File: src/rtl/load_store_unit_pkg.sv
// rtl/load_store_unit_pkg.sv - shared funct3 codes, FSM encoding and request legality helper
package lsu_pkg;

  localparam logic [2:0] F3_B  = 3'b000;
  localparam logic [2:0] F3_H  = 3'b001;
  localparam logic [2:0] F3_W  = 3'b010;
  localparam logic [2:0] F3_BU = 3'b100;
  localparam logic [2:0] F3_HU = 3'b101;

  typedef enum logic [1:0] {
    ST_IDLE  = 2'b00,
    ST_READ  = 2'b01,
    ST_WRITE = 2'b10,
    ST_RESP  = 2'b11
  } lsu_state_e;

  // Stores have no unsigned variants, so BU/HU are only legal for loads.
  function automatic logic f3_legal(input logic is_write, input logic [2:0] f3);
    logic ok;
    case (f3)
      F3_B, F3_H, F3_W: ok = 1'b1;
      F3_BU, F3_HU:     ok = ~is_write;
      default:          ok = 1'b0;
    endcase
    return ok;
  endfunction

endpackage

File: src/rtl/load_store_unit_if.sv
// rtl/load_store_unit_if.sv - core request/response and word-memory port bundle
interface load_store_unit_if;

  logic        req_valid;
  logic        req_ready;
  logic        req_write;
  logic [2:0]  req_funct3;
  logic [31:0] req_address;
  logic [31:0] req_write_data;
  logic        resp_valid;
  logic [31:0] resp_read_data;
  logic        resp_error;
  logic        memory_read;
  logic        memory_write;
  logic [31:0] address;
  logic [31:0] write_data;
  logic [31:0] read_data;

  modport slave (
    input  req_valid, req_write, req_funct3, req_address, req_write_data, read_data,
    output req_ready, resp_valid, resp_read_data, resp_error,
           memory_read, memory_write, address, write_data
  );

  modport master (
    output req_valid, req_write, req_funct3, req_address, req_write_data, read_data,
    input  req_ready, resp_valid, resp_read_data, resp_error,
           memory_read, memory_write, address, write_data
  );

endinterface

File: src/rtl/load_store_unit_align.sv
// rtl/load_store_unit_align.sv - byte/halfword lane extraction, load extension and store merge
module lsu_align
  import lsu_pkg::*;
(
  input  logic [31:0] word_i,
  input  logic [1:0]  addr_lo_i,
  input  logic [2:0]  funct3_i,
  input  logic [31:0] store_data_i,
  output logic [31:0] load_data_o,
  output logic [31:0] store_word_o,
  output logic        misaligned_o
);

  logic [7:0]  lane_b;
  logic [15:0] lane_h;

  always_comb begin
    lane_b       = word_i[{addr_lo_i, 3'b000} +: 8];
    lane_h       = addr_lo_i[1] ? word_i[31:16] : word_i[15:0];
    load_data_o  = '0;
    store_word_o = word_i;
    misaligned_o = 1'b0;
    case (funct3_i)
      F3_B: begin
        load_data_o = {{24{lane_b[7]}}, lane_b};
        store_word_o[{addr_lo_i, 3'b000} +: 8] = store_data_i[7:0];
      end
      F3_H: begin
        load_data_o  = {{16{lane_h[15]}}, lane_h};
        misaligned_o = addr_lo_i[0];
        if (addr_lo_i[1]) begin
          store_word_o[31:16] = store_data_i[15:0];
        end else begin
          store_word_o[15:0]  = store_data_i[15:0];
        end
      end
      F3_W: begin
        load_data_o  = word_i;
        store_word_o = store_data_i;
        misaligned_o = |addr_lo_i;
      end
      F3_BU: begin
        load_data_o = {24'h0, lane_b};
      end
      F3_HU: begin
        load_data_o  = {16'h0, lane_h};
        misaligned_o = addr_lo_i[0];
      end
      default: begin
      end
    endcase
  end

endmodule

File: src/rtl/load_store_unit.sv
// rtl/load_store_unit.sv - sequential RV32I load/store adapter onto a word-indexed memory port
module load_store_unit #(
  parameter int unsigned MEMORY_SIZE = 4096
) (
  input  logic              clk,
  input  logic              reset,
  load_store_unit_if.slave  bus
);

  import lsu_pkg::*;

  lsu_state_e  state_q;
  logic        write_q;
  logic [2:0]  f3_q;
  logic [31:0] addr_q;
  logic [31:0] wdata_q;
  logic [31:0] word_q;
  logic        err_q;

  logic        idle;
  logic [1:0]  align_addr;
  logic [2:0]  align_f3;
  logic [31:0] load_data;
  logic [31:0] store_word;
  logic        misaligned;
  logic        req_err;

  assign idle = (state_q == ST_IDLE);

  // In IDLE the aligner checks the incoming request; afterwards it works on the latched one.
  assign align_addr = idle ? bus.req_address[1:0] : addr_q[1:0];
  assign align_f3   = idle ? bus.req_funct3       : f3_q;

  lsu_align u_align (
    .word_i       (word_q),
    .addr_lo_i    (align_addr),
    .funct3_i     (align_f3),
    .store_data_i (wdata_q),
    .load_data_o  (load_data),
    .store_word_o (store_word),
    .misaligned_o (misaligned)
  );

  assign req_err = misaligned
                 | ~f3_legal(bus.req_write, bus.req_funct3)
                 | (bus.req_address >= MEMORY_SIZE);

  always_ff @(posedge clk or negedge reset) begin
    if (!reset) begin
      state_q <= ST_IDLE;
      write_q <= 1'b0;
      f3_q    <= 3'b000;
      addr_q  <= '0;
      wdata_q <= '0;
      word_q  <= '0;
      err_q   <= 1'b0;
    end else begin
      case (state_q)
        ST_IDLE: begin
          if (bus.req_valid) begin
            write_q <= bus.req_write;
            f3_q    <= bus.req_funct3;
            addr_q  <= bus.req_address;
            wdata_q <= bus.req_write_data;
            err_q   <= req_err;
            if (req_err) begin
              state_q <= ST_RESP;
            end else if (bus.req_write && (bus.req_funct3 == F3_W)) begin
              state_q <= ST_WRITE;
            end else begin
              state_q <= ST_READ;
            end
          end
        end
        ST_READ: begin
          word_q  <= bus.read_data;
          state_q <= write_q ? ST_WRITE : ST_RESP;
        end
        ST_WRITE: begin
          state_q <= ST_RESP;
        end
        default: begin
          state_q <= ST_IDLE;
        end
      endcase
    end
  end

  // Memory strobes are pure state decodes so reset removes them without waiting for an edge.
  assign bus.req_ready      = idle;
  assign bus.memory_read    = (state_q == ST_READ);
  assign bus.memory_write   = (state_q == ST_WRITE);
  assign bus.address        = (bus.memory_read || bus.memory_write) ? {2'b00, addr_q[31:2]} : '0;
  assign bus.write_data     = bus.memory_write ? store_word : '0;
  assign bus.resp_valid     = (state_q == ST_RESP);
  assign bus.resp_error     = bus.resp_valid & err_q;
  assign bus.resp_read_data = (bus.resp_valid && !err_q && !write_q) ? load_data : '0;

endmodule

File: src/flat_wrapper.sv
// flat-port wrapper written by rule: the top's interface ports become plain ports
module load_store_unit_flat import lsu_pkg::*;
#(
  parameter int unsigned MEMORY_SIZE = 4096
)
  (clk, reset, bus_req_valid, bus_req_write, bus_req_funct3, bus_req_address, bus_req_write_data, bus_read_data, bus_req_ready, bus_resp_valid, bus_resp_read_data, bus_resp_error, bus_memory_read, bus_memory_write, bus_address, bus_write_data);
  load_store_unit_if bus_i ();
  input  logic clk;
  input  logic reset;
  input wire logic [$bits(bus_i.req_valid)-1:0] bus_req_valid;
  input wire logic [$bits(bus_i.req_write)-1:0] bus_req_write;
  input wire logic [$bits(bus_i.req_funct3)-1:0] bus_req_funct3;
  input wire logic [$bits(bus_i.req_address)-1:0] bus_req_address;
  input wire logic [$bits(bus_i.req_write_data)-1:0] bus_req_write_data;
  input wire logic [$bits(bus_i.read_data)-1:0] bus_read_data;
  output wire logic [$bits(bus_i.req_ready)-1:0] bus_req_ready;
  output wire logic [$bits(bus_i.resp_valid)-1:0] bus_resp_valid;
  output wire logic [$bits(bus_i.resp_read_data)-1:0] bus_resp_read_data;
  output wire logic [$bits(bus_i.resp_error)-1:0] bus_resp_error;
  output wire logic [$bits(bus_i.memory_read)-1:0] bus_memory_read;
  output wire logic [$bits(bus_i.memory_write)-1:0] bus_memory_write;
  output wire logic [$bits(bus_i.address)-1:0] bus_address;
  output wire logic [$bits(bus_i.write_data)-1:0] bus_write_data;
  assign bus_i.req_valid = bus_req_valid;
  assign bus_i.req_write = bus_req_write;
  assign bus_i.req_funct3 = bus_req_funct3;
  assign bus_i.req_address = bus_req_address;
  assign bus_i.req_write_data = bus_req_write_data;
  assign bus_i.read_data = bus_read_data;
  assign bus_req_ready = bus_i.req_ready;
  assign bus_resp_valid = bus_i.resp_valid;
  assign bus_resp_read_data = bus_i.resp_read_data;
  assign bus_resp_error = bus_i.resp_error;
  assign bus_memory_read = bus_i.memory_read;
  assign bus_memory_write = bus_i.memory_write;
  assign bus_address = bus_i.address;
  assign bus_write_data = bus_i.write_data;
  load_store_unit #(.MEMORY_SIZE(MEMORY_SIZE)) u_core (.clk(clk), .reset(reset), .bus(bus_i));
endmodule
File: config.mk
export PLATFORM = sky130hd
export DESIGN_NAME = load_store_unit_flat
export DESIGN_NICKNAME = d
export VERILOG_FILES = /design/src/rtl/load_store_unit_pkg.sv /design/src/rtl/load_store_unit_if.sv /design/src/rtl/load_store_unit_align.sv /design/src/rtl/load_store_unit.sv /design/src/flat_wrapper.sv
export SDC_FILE = /design/constraint.sdc
export NUM_CORES = 1
export LEC_CHECK = 0
export ABC_AREA = 1
export CAP_MARGIN = 20
export CORE_ASPECT_RATIO = 0.9
export CORE_MARGIN = 2
export CORE_UTILIZATION = 46
export CTS_BUF_LIST = sky130_fd_sc_hd__clkbuf_4 sky130_fd_sc_hd__clkbuf_8
export CTS_CLUSTER_DIAMETER = 150
export CTS_CLUSTER_SIZE = 12
export DETAILED_ROUTE_END_ITERATION = 16
export PLACE_DENSITY_LB_ADDON = 0.12
export SYNTH_ARGS = -nofsm -noshare
export SYNTH_HDL_FRONTEND = slang
export SYNTH_HIERARCHICAL = 1
export SYNTH_SLANG_ARGS = --single-unit
File: constraint.sdc
create_clock -name clk -period 2.9 [get_ports clk]
set_input_delay 0.29 -clock clk [delete_from_list [all_inputs] [get_ports clk]]
set_output_delay 0.29 -clock clk [all_outputs]
set_load 0.01 [all_outputs]
# ---- After elaboration in Yosys (flattened, before gate mapping)
# Cells that the tools add are included.
dict set report totals {
  ff_bits 103
  latchBits 0
  mem_bits_rw 0
  romBits 0
  output_inout_bits 101
  memories 0
}
dict set report classes {
  n_addsub 1
  multipliers 0
  div_mod_pow 0
  magnitude_cmp 1
  n_eq_ne 12
  n_shift 3
  n_mux 18
  n_bitwise 5
  n_reduce_logical 14
}
# op count
set op_table {}
lappend op_table {{one-hot mux 32 bit (5 select lines)} 1}
lappend op_table {{one-hot mux 32 bit (3 select lines)} 1}
lappend op_table {{2-to-1 mux 32 bit} 2}
lappend op_table {{2-to-1 mux 16 bit} 3}
lappend op_table {{bitwise mux 32 bit} 1}
lappend op_table {{greater-or-equal comparator 32 x 13 -> 1 bit (second input constant)} 1}
lappend op_table {{variable shift 8 x 7 -> 32 bit (first input constant)} 1}
lappend op_table {{variable part select 32 x 6 -> 8 bit} 1}
lappend op_table {{variable part select 8 x 7 -> 32 bit} 1}
lappend op_table {{2-to-1 mux 30 bit} 1}
lappend op_table {{== test 3 bit (second input constant)} 4}
lappend op_table {{2-to-1 mux 2 bit} 4}
lappend op_table {{negator 5 -> 7 bit} 1}
lappend op_table {{== test 3 x 1 -> 1 bit (second input constant)} 2}
lappend op_table {{== test 3 x 2 -> 1 bit (second input constant)} 2}
lappend op_table {{zero test 3 bit} 2}
lappend op_table {{one-hot mux 2 bit (3 select lines)} 1}
lappend op_table {{OR reduction 2 bit} 3}
lappend op_table {{== test 2 bit (second input constant)} 2}
lappend op_table {{one-hot mux 1 bit (2 select lines)} 2}
lappend op_table {{logical AND 1 bit} 3}
lappend op_table {{2-to-1 mux 3 bit} 1}
lappend op_table {{OR reduction 3 bit} 1}
lappend op_table {{== test 2 x 1 -> 1 bit (second input constant)} 1}
lappend op_table {{other kinds (9)} 12}

# ---- Depth between registers and ports, before layout
dict set report depth {
  ltp_word 10
  ltp_mapped 21
  depth_no_buf 19
}

# ---- Cells and area by module
# Netlist, hierarchy kept.
# module instances cells_each area_per_inst_um2 seq_area_each_um2
set modules_own_cells {}
lappend modules_own_cells {load_store_unit 1 626 4901.0 2577.5}
lappend modules_own_cells {lsu_align 1 679 2825.2 0.0}

# ---- Worst setup path after synthesis
# No wires, ideal clock.
dict set report synth_path {
  kind {flip-flop to output port}
  startpoint {register u_core.state_q[0]}
  endpoint {output port bus_write_data[9]}
  arrival_time_ps 2857
  path_slack_ps -247
  stages_incl_launch_ff 16
  path_cell_list {dfrtp_1 > inv_1 > ha_1 > inv_1 > clkbuf_1 > o21ai_0 > inv_2 > clkbuf_1 > ha_1 > clkbuf_1 > nand2_1 > o21ai_0 > nand2_1 > nand3_1 > nand2_1 > inv_1}
}
dict set report synth_via {
  elab_chain_cells 7
  elab_cells_between_ends 14
}
# item line
set synth_lines {}
lappend synth_lines {{from (decl)} load_store_unit.sv:12} ;# lsu_state_e state_q;
lappend synth_lines {{from (signal assigned)} load_store_unit.sv:77} ;# state_q <= write_q ? ST_WRITE : ST_RESP;
lappend synth_lines {{zero test 2 bit (*)} load_store_unit.sv:28} ;# assign idle = (state_q == ST_IDLE);
lappend synth_lines {{net bus_req_ready} flat_wrapper.sv:16} ;# output wire logic [$bits(bus_i.req_ready)-1:0] bus_req_ready;
lappend synth_lines {{2-to-1 mux 2 bit (*)} load_store_unit.sv:31} ;# assign align_addr = idle ? bus.req_address[1:0] : addr_q[1:0];
lappend synth_lines {{net u_core.align_addr[1]} load_store_unit.sv:21} ;# logic [1:0] align_addr;
lappend synth_lines {{negator 5 -> 7 bit} load_store_unit_align.sv:26} ;# store_word_o[{addr_lo_i, 3'b000} +: 8] = store_data_i[7:0];
lappend synth_lines {{variable part select 8 x 7 -> 32 bit / variable shift 8 x 7 -> 32 bit (equally long branches)} load_store_unit_align.sv:26}
lappend synth_lines {{bitwise mux 32 bit} load_store_unit_align.sv:26}
lappend synth_lines {{one-hot mux 32 bit (3 select lines) (*)} load_store_unit_align.sv:23} ;# case (funct3_i)
lappend synth_lines {{net u_core.store_word[9]} load_store_unit.sv:24} ;# logic [31:0] store_word;
lappend synth_lines {{2-to-1 mux 32 bit (*)} load_store_unit.sv:94} ;# assign bus.write_data = bus.memory_write ? store_word : '0;
lappend synth_lines {{to (decl)} flat_wrapper.sv:23} ;# output wire logic [$bits(bus_i.write_data)-1:0] bus_write_data;
# Mark *: on every way through the listed nets, which the timed path passes. The rest lies on a longest branch.

# ---- Worst setup path in the final report
dict set report layout_path {
  startpoint {register u_core.state_q[1]}
  endpoint {output port bus_resp_read_data[27]}
}
dict set report layout_via {
  elab_chain_cells 5
  elab_cells_between_ends 15
}
# item line
set layout_lines {}
lappend layout_lines {{zero test 2 bit (*)} load_store_unit.sv:28}
lappend layout_lines {{2-to-1 mux 2 bit (*)} load_store_unit.sv:31}
lappend layout_lines {{net u_core.align_addr[1]} load_store_unit.sv:21}
lappend layout_lines {{variable part select 32 x 6 -> 8 bit / 2-to-1 mux 16 bit (equally long branches)} {load_store_unit_align.sv:18, load_store_unit_align.sv:19}}
lappend layout_lines {{one-hot mux 32 bit (5 select lines) (*)} load_store_unit_align.sv:23}
lappend layout_lines {{net u_core.load_data[27]} load_store_unit.sv:23} ;# logic [31:0] load_data;
lappend layout_lines {{2-to-1 mux 32 bit (*)} load_store_unit.sv:97} ;# assign bus.resp_read_data = (bus.resp_valid && !err_q && !write_q) ? load_data : '0;
lappend layout_lines {{to (decl)} flat_wrapper.sv:18} ;# output wire logic [$bits(bus_i.resp_read_data)-1:0] bus_resp_read_data;
# Marked as above.

==> impl_metrics.tcl <==
set metrics [dict create \
    outcome "finished with violations" \
    violations "negative setup slack" \
    setup_tns_ns -1.03 \
    highest_layer "met4" \
    antenna_left 0 \
    dieHeight_um 127 \
    wl_met2_um 12300 \
    grt_max_degree 78 \
    fin_ws_ns -0.0784 \
    critPathRequiredTime_ns 2.61 \
    r2r_start "u_core/state_q[1]" \
    hold_violations 0 \
    path_clk_slew_ns 0.11 \
    synth.yosys.warnings 6 \
    pin_count 204 \
    worst_slew_pin_slew_ns 0.775 \
    n_fill_cell 1452 \
    clock-skew-final_ns 0.0106 \
    syn_area_per_cell_um2 5.92 \
    avgViaCountPerCell 5.05 \
    reg2reg_depth 21 \
    wl_met3_um 2160 \
    switchingPower_mw 8.02 \
    hold_end "u_core/addr_q[8]" \
    grt-ovfl-total 0 \
    grt_use_total_pct 29.2 \
    antenna_cells 0 \
    hp-start "bus_req_address[8]" \
    startpoint_type "flop" \
    port_buffers 201 \
    intPower_mw 7.61 \
    grt_antenna_before_repair 0 \
    coreArea_mm2 0.0163 \
    clock_path_buffers 2 \
    start_util_pct 47.4 \
    fmax_mhz 336 \
    pwr-share-comb_pct 75.2 \
    drt_first_iter_violations 903 \
    wl_per_cell_um 15.1 \
    root_buffer "clkbuf_8" \
    yosysSeqAreaShare_pct 33.4 \
    rsz0062_at_grt "true" \
    drive_above_1_share_pct 19.8 \
    clock_power_share_pct 6.5 \
    dp_hpwl_um 18200 \
    gp_congestion 0.943 \
    finalPower_mw 15.6 \
    grt_pass1_wl_um 41600 \
    dr.pass1.iters 5 \
    end_kind "primary output" \
    holdCritPathClass "input pin to flop" \
    cts_buffers 9 \
    cts_tree "built" \
    slowest_stage "dfrtp_1" \
    core.rowCount 44 \
    die_w_um 141 \
    nets 1664 \
    slowest_delay_ns 0.42 \
    power.density_mw_per_mm2 1410 \
    crit_fanout 7 \
    swShare_pct 51.3 \
    dieArea_mm2 0.0179 \
    routed_wl_um 26700 \
    min_period_ns 2.98 \
    period_share_pct 103 \
    htree_levels 3 \
    setup_viol 26 \
    critPathKind "flop to primary output" \
    remaining_drc_errors 0 \
    wl_met1_um 11400 \
    synth.cell_area_mm2 0.00773 \
    post-route-util_pct 68.2 \
    ys_ff_latch 103 \
    maxCapViolations 0 \
    slew_viol_final 0 \
    area_growth_pct 43.9 \
    p_leak_nw 6.20 \
    dr_total_vias 8908 \
    ir_drop_v 0.000603 \
    arrival_ns 2.69 \
    first_global_vias 8050 \
    startpoint "u_core/state_q[1]" \
    cts.sinks 103 \
    synth_cell_type_count 26 \
    min_path_cells 3 \
    slew_headroom_pct 48.3 \
    path_cells "inv_2 -> ha_4 -> inv_6 -> buf_6 -> o21ai_4 -> buf_8 -> nand2_1 -> o21ai_2 -> nand2_2 -> nand3_4 -> clkbuf_16 -> nand2_4 -> inv_1 -> nor2_1 -> buf_2" \
    seq_power_share_pct 18.3 \
    clk_latency_ns 0.40 \
    hold_slack_ns 0.407 \
    rr_endpoint "u_core/state_q[0]" \
    synth_cells 1305 \
    rrSetupSlack_ns 0.24 \
]
-- cells in the mapped netlist (all sizes together) --
| master | number | area, um2 |
|---|---|---|
| nand2 | 541 | 2030 |
| nor2 | 245 | 935 |
| inv | 191 | 717 |
| dfrtp | 103 | 2580 |
| o21ai | 50 | 258 |
| buf | 47 | 277 |
| nand3 | 44 | 235 |
| mux2 | 32 | 360 |
| clkbuf | 20 | 75.1 |
| ha | 9 | 113 |
| nand4 | 9 | 56.3 |
| o211ai | 8 | 60.1 |
| a21oi | 2 | 10.0 |
| clkinv | 1 | 3.75 |
| conb | 1 | 3.75 |
| nand3b | 1 | 7.51 |
| nor3 | 1 | 5.00 |
-- how the worst max path moves through the flow --
| stage | end | cells past startpoint | slack (ns) |
|---|---|---|---|
| after floorplan | bus_write_data[1] | 16 | 0.03 |
| after global placement | bus_write_data[0] | 13 | -0.12 |
| after detailed placement | bus_write_data[6] | 13 | -0.17 |
| after CTS | bus_write_data[22] | 17 | -0.11 |
| after global routing | bus_resp_read_data[27] | 15 | -0.16 |
| final | bus_resp_read_data[27] | 15 | -0.08 |
-- worst max-delay path: cells and delay by family, from the launching register on --
family / cells / cell delay [ns]
buffers and inverters: 7 / 0.85
and+or+nand+nor: 5 / 0.49
DFF: 1 / 0.42
AOI/OAI and AO/OA: 2 / 0.38
adders and majority gates: 1 / 0.15
-- per-stage QoR --
| step | instances | cell area [um2] | setup WS (ns) |
|---|---|---|---|
| 2_1_floorplan | 1306 | 7730 | 0.0344 |
| 5_1_grt | 1764 | 11100 | -0.160 |
| 6_report | 1764 | 11100 | -0.0784 |
| 3_3_place_gp | 1711 | 10200 | -0.124 |
| 3_5_place_dp | 1711 | 10200 | -0.172 |
| 4_1_cts | 1754 | 10800 | -0.110 |
-- flip-flops by register name, indices dropped and copies added (netlist names) --
register and count:
u_core/addr_q 32, u_core/wdata_q 32, u_core/word_q 32, u_core/f3_q 3, u_core/state_q 2, u_core/err_q 1
u_core/write_q 1
-- area by class of cell --
class	count	area, um2	share of cell area (%)
clock inverters	7	91.3	0.821
inverters	192	751	6.75
well taps	207	259	2.33
multi-input cells	944	4510	40.6
repair buffers	302	2800	25.2
flip-flops and latches	103	2580	23.2
clock buffers	9	124	1.11
-- kinds of logic (layout without fill, tap and decap cells) --
kind of cell    count (synthesis)  in the layout  synth area share, %
simple gates                  841            841                 42.3
buf+inv                       259            510                 13.9
flops                         103            103                 33.4
compound gates                 60             60                 4.24
mux                            32             32                 4.66
fa+ha+maj                       9              9                 1.46
other cells                     1              2               0.0485
-- power by group through the flow --
stage	registers (mW)	clock network [mW]	logic, mW
2_1_floorplan	2.58	0	6.04
3_3_place_gp	2.82	0	9.37
3_5_place_dp	2.83	0	9.50
4_1_cts	2.82	1.03	10.5
5_1_grt	2.93	1.09	12.9
6_report	2.86	1.02	11.8
-- per-layer routing --
| metal | up-vias | global-route usage [%] |
|---|---|---|
| li1 | 4348 | - |
| met1 | 4097 | 39.7 |
| met2 | 400 | 46.6 |
| met3 | 63 | 5.59 |
| met4 | 0 | 10.4 |
| met5 | - | 0 |
-- timing repair --
| item | in CTS | in global routing |
|---|---|---|
| hold buffers | 1 | 0 |
| hold endpoints to repair | 46 | 0 |
| gates cloned | 4 | 3 |
| endpoints found under the setup margin | 64 | 64 |
| gates resized for setup | 326 | 114 |
| setup buffers | 22 | 11 |
| pin swaps | 19 | 37 |
-- cells in the final DEF, fill, tap and decap left out, drive strengths merged --
cell and count:
dfrtp 103, clkdlybuf4s50 136, nor2 245, bufinv 1, nor3 1, o211ai 8, nand3b 1, nand3 44
clkinvlp 1, buf 155, dlygate4sd3 1, clkinv 2, inv 195, nand4 9, nand2 541, a21oi 2
clkdlybuf4s15 2, conb 2, ha 9, clkbuf 17, mux2 32, o21ai 50
No activity file was read; power rests on OpenSTA's default activity.
